File: src/rtl/ps2_pkg.sv
// Shared PS/2 definitions: transmitter FSM encoding, keyboard command bytes and the frame parity helper.
package ps2_pkg;

  typedef enum logic [2:0] {
    ST_IDLE,
    ST_RTS,
    ST_START,
    ST_DATA,
    ST_STOP,
    ST_ACK,
    ST_WAIT_REL,
    ST_DONE
  } ps2_tx_state_e;

  localparam logic [7:0] CMD_SET_LED = 8'hED;
  localparam logic [7:0] CMD_RESET   = 8'hFF;
  localparam logic [7:0] RSP_ACK     = 8'hFA;

  // PS/2 uses odd parity: the nine bits {parity, data} hold an odd number of ones.
  function automatic logic odd_parity(input logic [7:0] d);
    return ~^d;
  endfunction

endpackage

File: src/rtl/ps2_line_filter.sv
// PS/2 pad conditioning: shift-register glitch filter on the clock line, 2-flop data synchroniser,
// and a one-cycle pulse on each filtered falling clock edge.
module ps2_line_filter #(
  parameter int FILTER_LEN = 8
) (
  input  logic clk,
  input  logic reset,
  input  logic ps2c_in,
  input  logic ps2d_in,
  output logic filt,
  output logic ps2d_sync,
  output logic fall
);

  logic [FILTER_LEN-1:0] shreg_q, shreg_d;
  logic                  filt_q, filt_d;
  logic                  fall_q, fall_d;
  logic [1:0]            dsync_q, dsync_d;

  // Filter output only moves once the whole window agrees; mixed windows hold the last level.
  always_comb begin
    shreg_d = {ps2c_in, shreg_q[FILTER_LEN-1:1]};
    filt_d  = filt_q;
    if (&shreg_q) begin
      filt_d = 1'b1;
    end else if (~|shreg_q) begin
      filt_d = 1'b0;
    end
    fall_d  = filt_q & ~filt_d;
    dsync_d = {dsync_q[0], ps2d_in};
  end

  always_ff @(posedge clk or negedge reset) begin
    if (!reset) begin
      shreg_q <= '1;
      filt_q  <= 1'b1;
      fall_q  <= 1'b0;
      dsync_q <= 2'b11;
    end else begin
      shreg_q <= shreg_d;
      filt_q  <= filt_d;
      fall_q  <= fall_d;
      dsync_q <= dsync_d;
    end
  end

  assign filt      = filt_q;
  assign ps2d_sync = dsync_q[1];
  assign fall      = fall_q;

endmodule

File: src/rtl/ps2_tx_host.sv
// Host-to-device PS/2 byte transmitter driving open-drain pull-low enables.
// Build option: define PS2_TX_TIMEOUT_EN to add a watchdog on the device clock.
module ps2_tx_host
  import ps2_pkg::*;
#(
  parameter int RTS_CYCLES     = 13000,
  parameter int FILTER_LEN     = 8,
  parameter int TIMEOUT_CYCLES = 2000000
) (
  input  logic       clk,
  input  logic       reset,
  // Handshake: a request is taken on any clock edge where tx_start=1 and tx_idle=1;
  // din is captured on that same edge and tx_start is ignored whenever tx_idle=0.
  input  logic       tx_start,
  input  logic [7:0] din,
  input  logic       ps2c_in,
  input  logic       ps2d_in,
  output logic       ps2c_oe,
  output logic       ps2d_oe,
  output logic       tx_idle,
  output logic       tx_done_tick,
  output logic       tx_err
);

  localparam int CNT_W = (RTS_CYCLES > 2) ? $clog2(RTS_CYCLES) : 1;

  if (RTS_CYCLES < 2 || TIMEOUT_CYCLES < 2 || FILTER_LEN < 2) begin : g_param_check
    $error("ps2_tx_host: RTS_CYCLES, TIMEOUT_CYCLES and FILTER_LEN must all be >= 2");
  end

  ps2_tx_state_e    state_q, state_d;
  logic [CNT_W-1:0] cnt_q, cnt_d;
  logic [3:0]       nbit_q, nbit_d;
  logic [8:0]       shreg_q, shreg_d;
  logic             ack_ok_q, ack_ok_d;
  logic             ps2c_oe_q, ps2c_oe_d;
  logic             ps2d_oe_q, ps2d_oe_d;
  logic             tx_idle_q, tx_idle_d;
  logic             tx_done_tick_q, tx_done_tick_d;
  logic             tx_err_q, tx_err_d;

  logic filt, ps2d_sync, fall;
  logic timeout_hit;

  ps2_line_filter #(
    .FILTER_LEN(FILTER_LEN)
  ) u_line_filter (
    .clk      (clk),
    .reset    (reset),
    .ps2c_in  (ps2c_in),
    .ps2d_in  (ps2d_in),
    .filt     (filt),
    .ps2d_sync(ps2d_sync),
    .fall     (fall)
  );

`ifdef PS2_TX_TIMEOUT_EN
  localparam int WD_W = $clog2(TIMEOUT_CYCLES + 1);

  logic [WD_W-1:0] wd_q, wd_d;
  logic            wd_run;

  // Counts only while the device owns the clock; every falling edge proves it is still alive.
  always_comb begin
    wd_run = state_q inside {ST_START, ST_DATA, ST_STOP, ST_ACK, ST_WAIT_REL};
    wd_d   = '0;
    if (wd_run && !fall) begin
      wd_d = wd_q + 1'b1;
    end
  end

  assign timeout_hit = wd_run && (wd_q == WD_W'(TIMEOUT_CYCLES - 1));

  always_ff @(posedge clk or negedge reset) begin
    if (!reset) begin
      wd_q <= '0;
    end else begin
      wd_q <= wd_d;
    end
  end
`else
  assign timeout_hit = 1'b0;
`endif

  always_comb begin
    state_d  = state_q;
    cnt_d    = cnt_q;
    nbit_d   = nbit_q;
    shreg_d  = shreg_q;
    ack_ok_d = ack_ok_q;
    tx_err_d = tx_err_q;

    unique case (state_q)
      ST_IDLE: begin
        if (tx_start) begin
          shreg_d  = {odd_parity(din), din};
          cnt_d    = CNT_W'(RTS_CYCLES - 1);
          ack_ok_d = 1'b0;
          tx_err_d = 1'b0;
          state_d  = ST_RTS;
        end
      end
      ST_RTS: begin
        if (cnt_q == '0) begin
          state_d = ST_START;
        end else begin
          cnt_d = cnt_q - 1'b1;
        end
      end
      ST_START: begin
        if (fall) begin
          nbit_d  = 4'd8;
          state_d = ST_DATA;
        end
      end
      ST_DATA: begin
        if (fall) begin
          shreg_d = {1'b0, shreg_q[8:1]};
          if (nbit_q == 4'd0) begin
            state_d = ST_STOP;
          end else begin
            nbit_d = nbit_q - 1'b1;
          end
        end
      end
      // The device pulls data low before its 11th falling edge and holds it through that pulse.
      ST_STOP: begin
        if (fall) begin
          ack_ok_d = ~ps2d_sync;
          state_d  = ST_ACK;
        end
      end
      ST_ACK: begin
        if (filt) begin
          state_d = ST_WAIT_REL;
        end
      end
      ST_WAIT_REL: begin
        if (filt && ps2d_sync) begin
          state_d = ST_DONE;
        end
      end
      ST_DONE: begin
        state_d = ST_IDLE;
      end
      default: begin
        state_d = ST_IDLE;
      end
    endcase

    if (timeout_hit) begin
      ack_ok_d = 1'b0;
      state_d  = ST_DONE;
    end

    if (state_d == ST_DONE) begin
      tx_err_d = ~ack_ok_d;
    end

    // Outputs are decoded from the next state so they are registered and glitch-free on the pads.
    ps2c_oe_d      = (state_d == ST_RTS);
    ps2d_oe_d      = (state_d == ST_START) | ((state_d == ST_DATA) & ~shreg_d[0]);
    tx_idle_d      = (state_d == ST_IDLE);
    tx_done_tick_d = (state_d == ST_DONE);
  end

  always_ff @(posedge clk or negedge reset) begin
    if (!reset) begin
      state_q        <= ST_IDLE;
      cnt_q          <= '0;
      nbit_q         <= '0;
      shreg_q        <= '0;
      ack_ok_q       <= 1'b0;
      ps2c_oe_q      <= 1'b0;
      ps2d_oe_q      <= 1'b0;
      tx_idle_q      <= 1'b1;
      tx_done_tick_q <= 1'b0;
      tx_err_q       <= 1'b0;
    end else begin
      state_q        <= state_d;
      cnt_q          <= cnt_d;
      nbit_q         <= nbit_d;
      shreg_q        <= shreg_d;
      ack_ok_q       <= ack_ok_d;
      ps2c_oe_q      <= ps2c_oe_d;
      ps2d_oe_q      <= ps2d_oe_d;
      tx_idle_q      <= tx_idle_d;
      tx_done_tick_q <= tx_done_tick_d;
      tx_err_q       <= tx_err_d;
    end
  end

  assign ps2c_oe      = ps2c_oe_q;
  assign ps2d_oe      = ps2d_oe_q;
  assign tx_idle      = tx_idle_q;
  assign tx_done_tick = tx_done_tick_q;
  assign tx_err       = tx_err_q;

endmodule
File: config.mk
export PLATFORM = sky130hd
export DESIGN_NAME = ps2_tx_host
export DESIGN_NICKNAME = d
export VERILOG_FILES = /design/src/rtl/ps2_pkg.sv /design/src/rtl/ps2_line_filter.sv /design/src/rtl/ps2_tx_host.sv
export SDC_FILE = /design/constraint.sdc
export NUM_CORES = 1
export LEC_CHECK = 0
export BUFFER_PORTS_ARGS = -buffer_cell sky130_fd_sc_hd__buf_2
export CAP_MARGIN = 20
export CORE_MARGIN = 1.5
export CORE_UTILIZATION = 50
export DETAILED_ROUTE_END_ITERATION = 7
export HOLD_SLACK_MARGIN = 0.02
export PLACE_DENSITY = 0.69
export SYNTH_ARGS = -nofsm -noshare
export SYNTH_HDL_FRONTEND = slang
export SYNTH_HIERARCHICAL = 1
export SYNTH_SLANG_ARGS = --single-unit
export TNS_END_PERCENT = 5
File: constraint.sdc
create_clock -name clk -period 4.6 [get_ports clk]
set_clock_uncertainty 0.05 [all_clocks]
set_input_delay 0.69 -clock clk [delete_from_list [all_inputs] [get_ports clk]]
set_output_delay 0.69 -clock clk [all_outputs]
set_load 0.05 [all_outputs]
==> metrics <==
Comb power frac 4.6%; pin count of the biggest net entering global routing 49; DR vias 1,731; overall global routing resource usage 19.1%; routed wire length 4440 um; Num CTS Buffers 5; CTS resizes 0; Post-Syn Area per Cell 10.4 um2; clk buf depth 2; Finished Layout Cells 293; Pint 0.559 mW; drt first pass iters 6; fin util 57.3%; Synth area leader dfrtp_1; Post-synth ARST share 100%; Tightest Pin Transition 0.648 ns; first-pass GRT wire length 7630 um; fill cell count 379; count leader, synth dfrtp_1; worst skew pair latency 0.31 ns; CP Class register to register; area grow syn2layout 8.47%; RSZ-0062 raised after global routing false; fin area 2550 um2; total of max-cap violations 0; post-layout min period 2.42 ns; Post-DP HPWL 3000 um; number of synthesized flops with an enable pin 0; cells after synthesis 225; dpl cells 284; Worst Hold Class primary input to asynchronous set/reset pin; port bufs 17; Die Height 71.5 um; Ports 18; CP top delay family simple AND/OR/NAND/NOR gates; total power 0.737 mW; commonest cells in the synthesized netlist 36 x dfrtp_1, 22 x nand2_1, 14 x inv_1, 14 x nor2_1, 14 x o21ai_0; Yosys Warn Count 6; # DRC 0; Sequential Power Share 59.5%; CP bufs+invs 0; Crit Reg-Reg Startpoint state_q[0]; WL/cell 15.1 um; TNS Setup 0 ns; worst-path fanout max 18; critical path's largest stage delay 0.70 ns; Placed Instance Area 2430 um2; Seq/Total Area, Yosys 51.8%; Detailed Route Iter0 Violations 140; Setup Fix Bufs, Post-CTS 0; die width 71.5 um; post-route ant nets 0; final setup violation count 0; initial antenna violation count 0; r2r setup slk 2.18 ns; most area-consuming cells after synthesis dfrtp_1 38%, dfstp_2 13%, nand2_1 3.5%; synthesized area 2350 um2; Max Slew Vio Count 0; Slew HR 56.7%; #FFs+latches synth 48; Net Sw Power 0.178 mW; Synth top area share 38.4%; post-DR vias/cell 5.91; Nets 256; share of cells above drive strength 1 22.8%; n_diodes 0; Crit path arrival time 2.59 ns; worst-path cell chain or2b_2 -> nor2_1 -> a21oi_4 -> or3_2 -> a21oi_1; vias in the first global route 1,575; CTS HTree Levels 2; Clock Tree Root clkbuf_8; CP endpoint kind register; fmax 413 MHz; Final Cycle Share 52.6%; Post-synth top flop dfrtp_1; Core Region 4440 um2; FP Rows 24; clock share of power 35.8%; crit path launch type register; Initial Utilization 52.8%; worst path required time 4.78 ns; worst vdd ir 0.202 mV; CP max-delay cell dfrtp_1; Syn Nets 241; TritonCTS clock tree yes; Reg clk slew, reported paths 0.10 ns; gpl congestion 0.849; P_leak 1.22 nW; PwrDens 289 nW/um2; Hold-fix buffers, CTS 0; GRT overflow 0; number of distinct library cells after synthesis 55; outcome complete, no violations; Reg-to-Reg End cnt_q[5]; Worst R2R Path Depth 5; Sw Ratio 24.1%; CTS sink cnt 48; Hold Vio Cnt, Final 0; Die ar. 5120 um2
==> power groups by stage <==
stage	Clock (mW)	Sequential [mW]	Combinational (mW)
2_1_floorplan	0	0.444	0.0162
3_3_place_gp	0	0.446	0.0321
3_5_place_dp	0	0.447	0.0328
4_1_cts	0.267	0.439	0.0328
5_1_grt	0.287	0.440	0.0393
6_report	0.264	0.439	0.0342
==> through the flow <==
stage                     worst slack (ns)  hold WS (ns)
after floorplan                       2.41         0.295
after global placement                2.27         0.296
after detailed placement              2.18         0.297
after CTS                             2.21         0.311
after global routing                  1.97         0.224
final                                 2.18         0.203
==> worst register-to-register path: cells and delay by family, from the launching register on <==
| kind | cells | cell delay, ns |
|---|---|---|
| AOI/OAI and AO/OA | 2 | 0.34 |
| and+or+nand+nor | 3 | 1.26 |
| DFF | 1 | 0.70 |
==> final cells by class <==
| type | instances | area [um2] | share of cell area [%] |
|---|---|---|---|
| repair buffers | 18 | 105 | 4.13 |
| well taps | 52 | 65.1 | 2.55 |
| clock buffers | 5 | 68.8 | 2.70 |
| inverters | 15 | 58.8 | 2.31 |
| flip-flops and latches | 48 | 1220 | 47.7 |
| clock inverters | 3 | 23.8 | 0.933 |
| multi-input cells | 152 | 1010 | 39.6 |
==> layer usage <==
metal	track usage (%)	vias to the layer above	wire (um)
met5	0	-	0
met4	6.29	0	61
met3	3.80	8	191
met2	30.3	40	2110
met1	26.7	836	2080
li1	-	847	-
==> state kept, by name (all words and copies together), names as in the netlist <==
name,flops
cnt_q,14
shreg_q,9
u_line_filter/shreg_q,8
nbit_q,4
state_q,3
u_line_filter/dsync_q,2
ack_ok_q,1
ps2c_oe,1
ps2d_oe,1
tx_done_tick,1
tx_err,1
tx_idle,1
u_line_filter/fall,1
u_line_filter/filt,1
==> how the worst max path moves through the flow <==
stage | from | cells after the start | end | slack (ns)
3_3_place_gp | state_q[0] | 5 | cnt_q[5] | 2.27
2_1_floorplan | cnt_q[0] | 9 | cnt_q[12] | 2.41
5_1_grt | state_q[2] | 5 | cnt_q[5] | 1.97
3_5_place_dp | tx_start | 6 | ps2d_oe | 2.18
4_1_cts | state_q[0] | 5 | cnt_q[5] | 2.21
6_report | state_q[0] | 5 | cnt_q[5] | 2.18
==> logic make-up (layout without fill, tap and decap cells) <==
kind of cell    Yosys count  in the layout  share of synthesized area (%)
simple gates             84             84                           21.8
compound gates           53             53                           14.9
flops                    48             48                           51.8
buf+inv                  25             41                           5.22
xor+xnor                  9              9                           3.36
fa+ha+maj                 3              3                           1.60
mux                       3              3                           1.33
==> cells in the final DEF, fill, tap and decap left out, drive strengths merged, types with 5 or more instances in the layout <==
cell type  synthesis  layout
nor2              14      14
xnor2              6       6
a21oi             11      11
a222oi             8       8
dfstp             12      12
a31oi              5       5
nor3               7       7
nand2             22      22
o21ai             20      20
dfrtp             36      36
inv               15      18
buf                4      18
clkbuf             6       5
No activity file was read; power rests on OpenSTA's default activity.
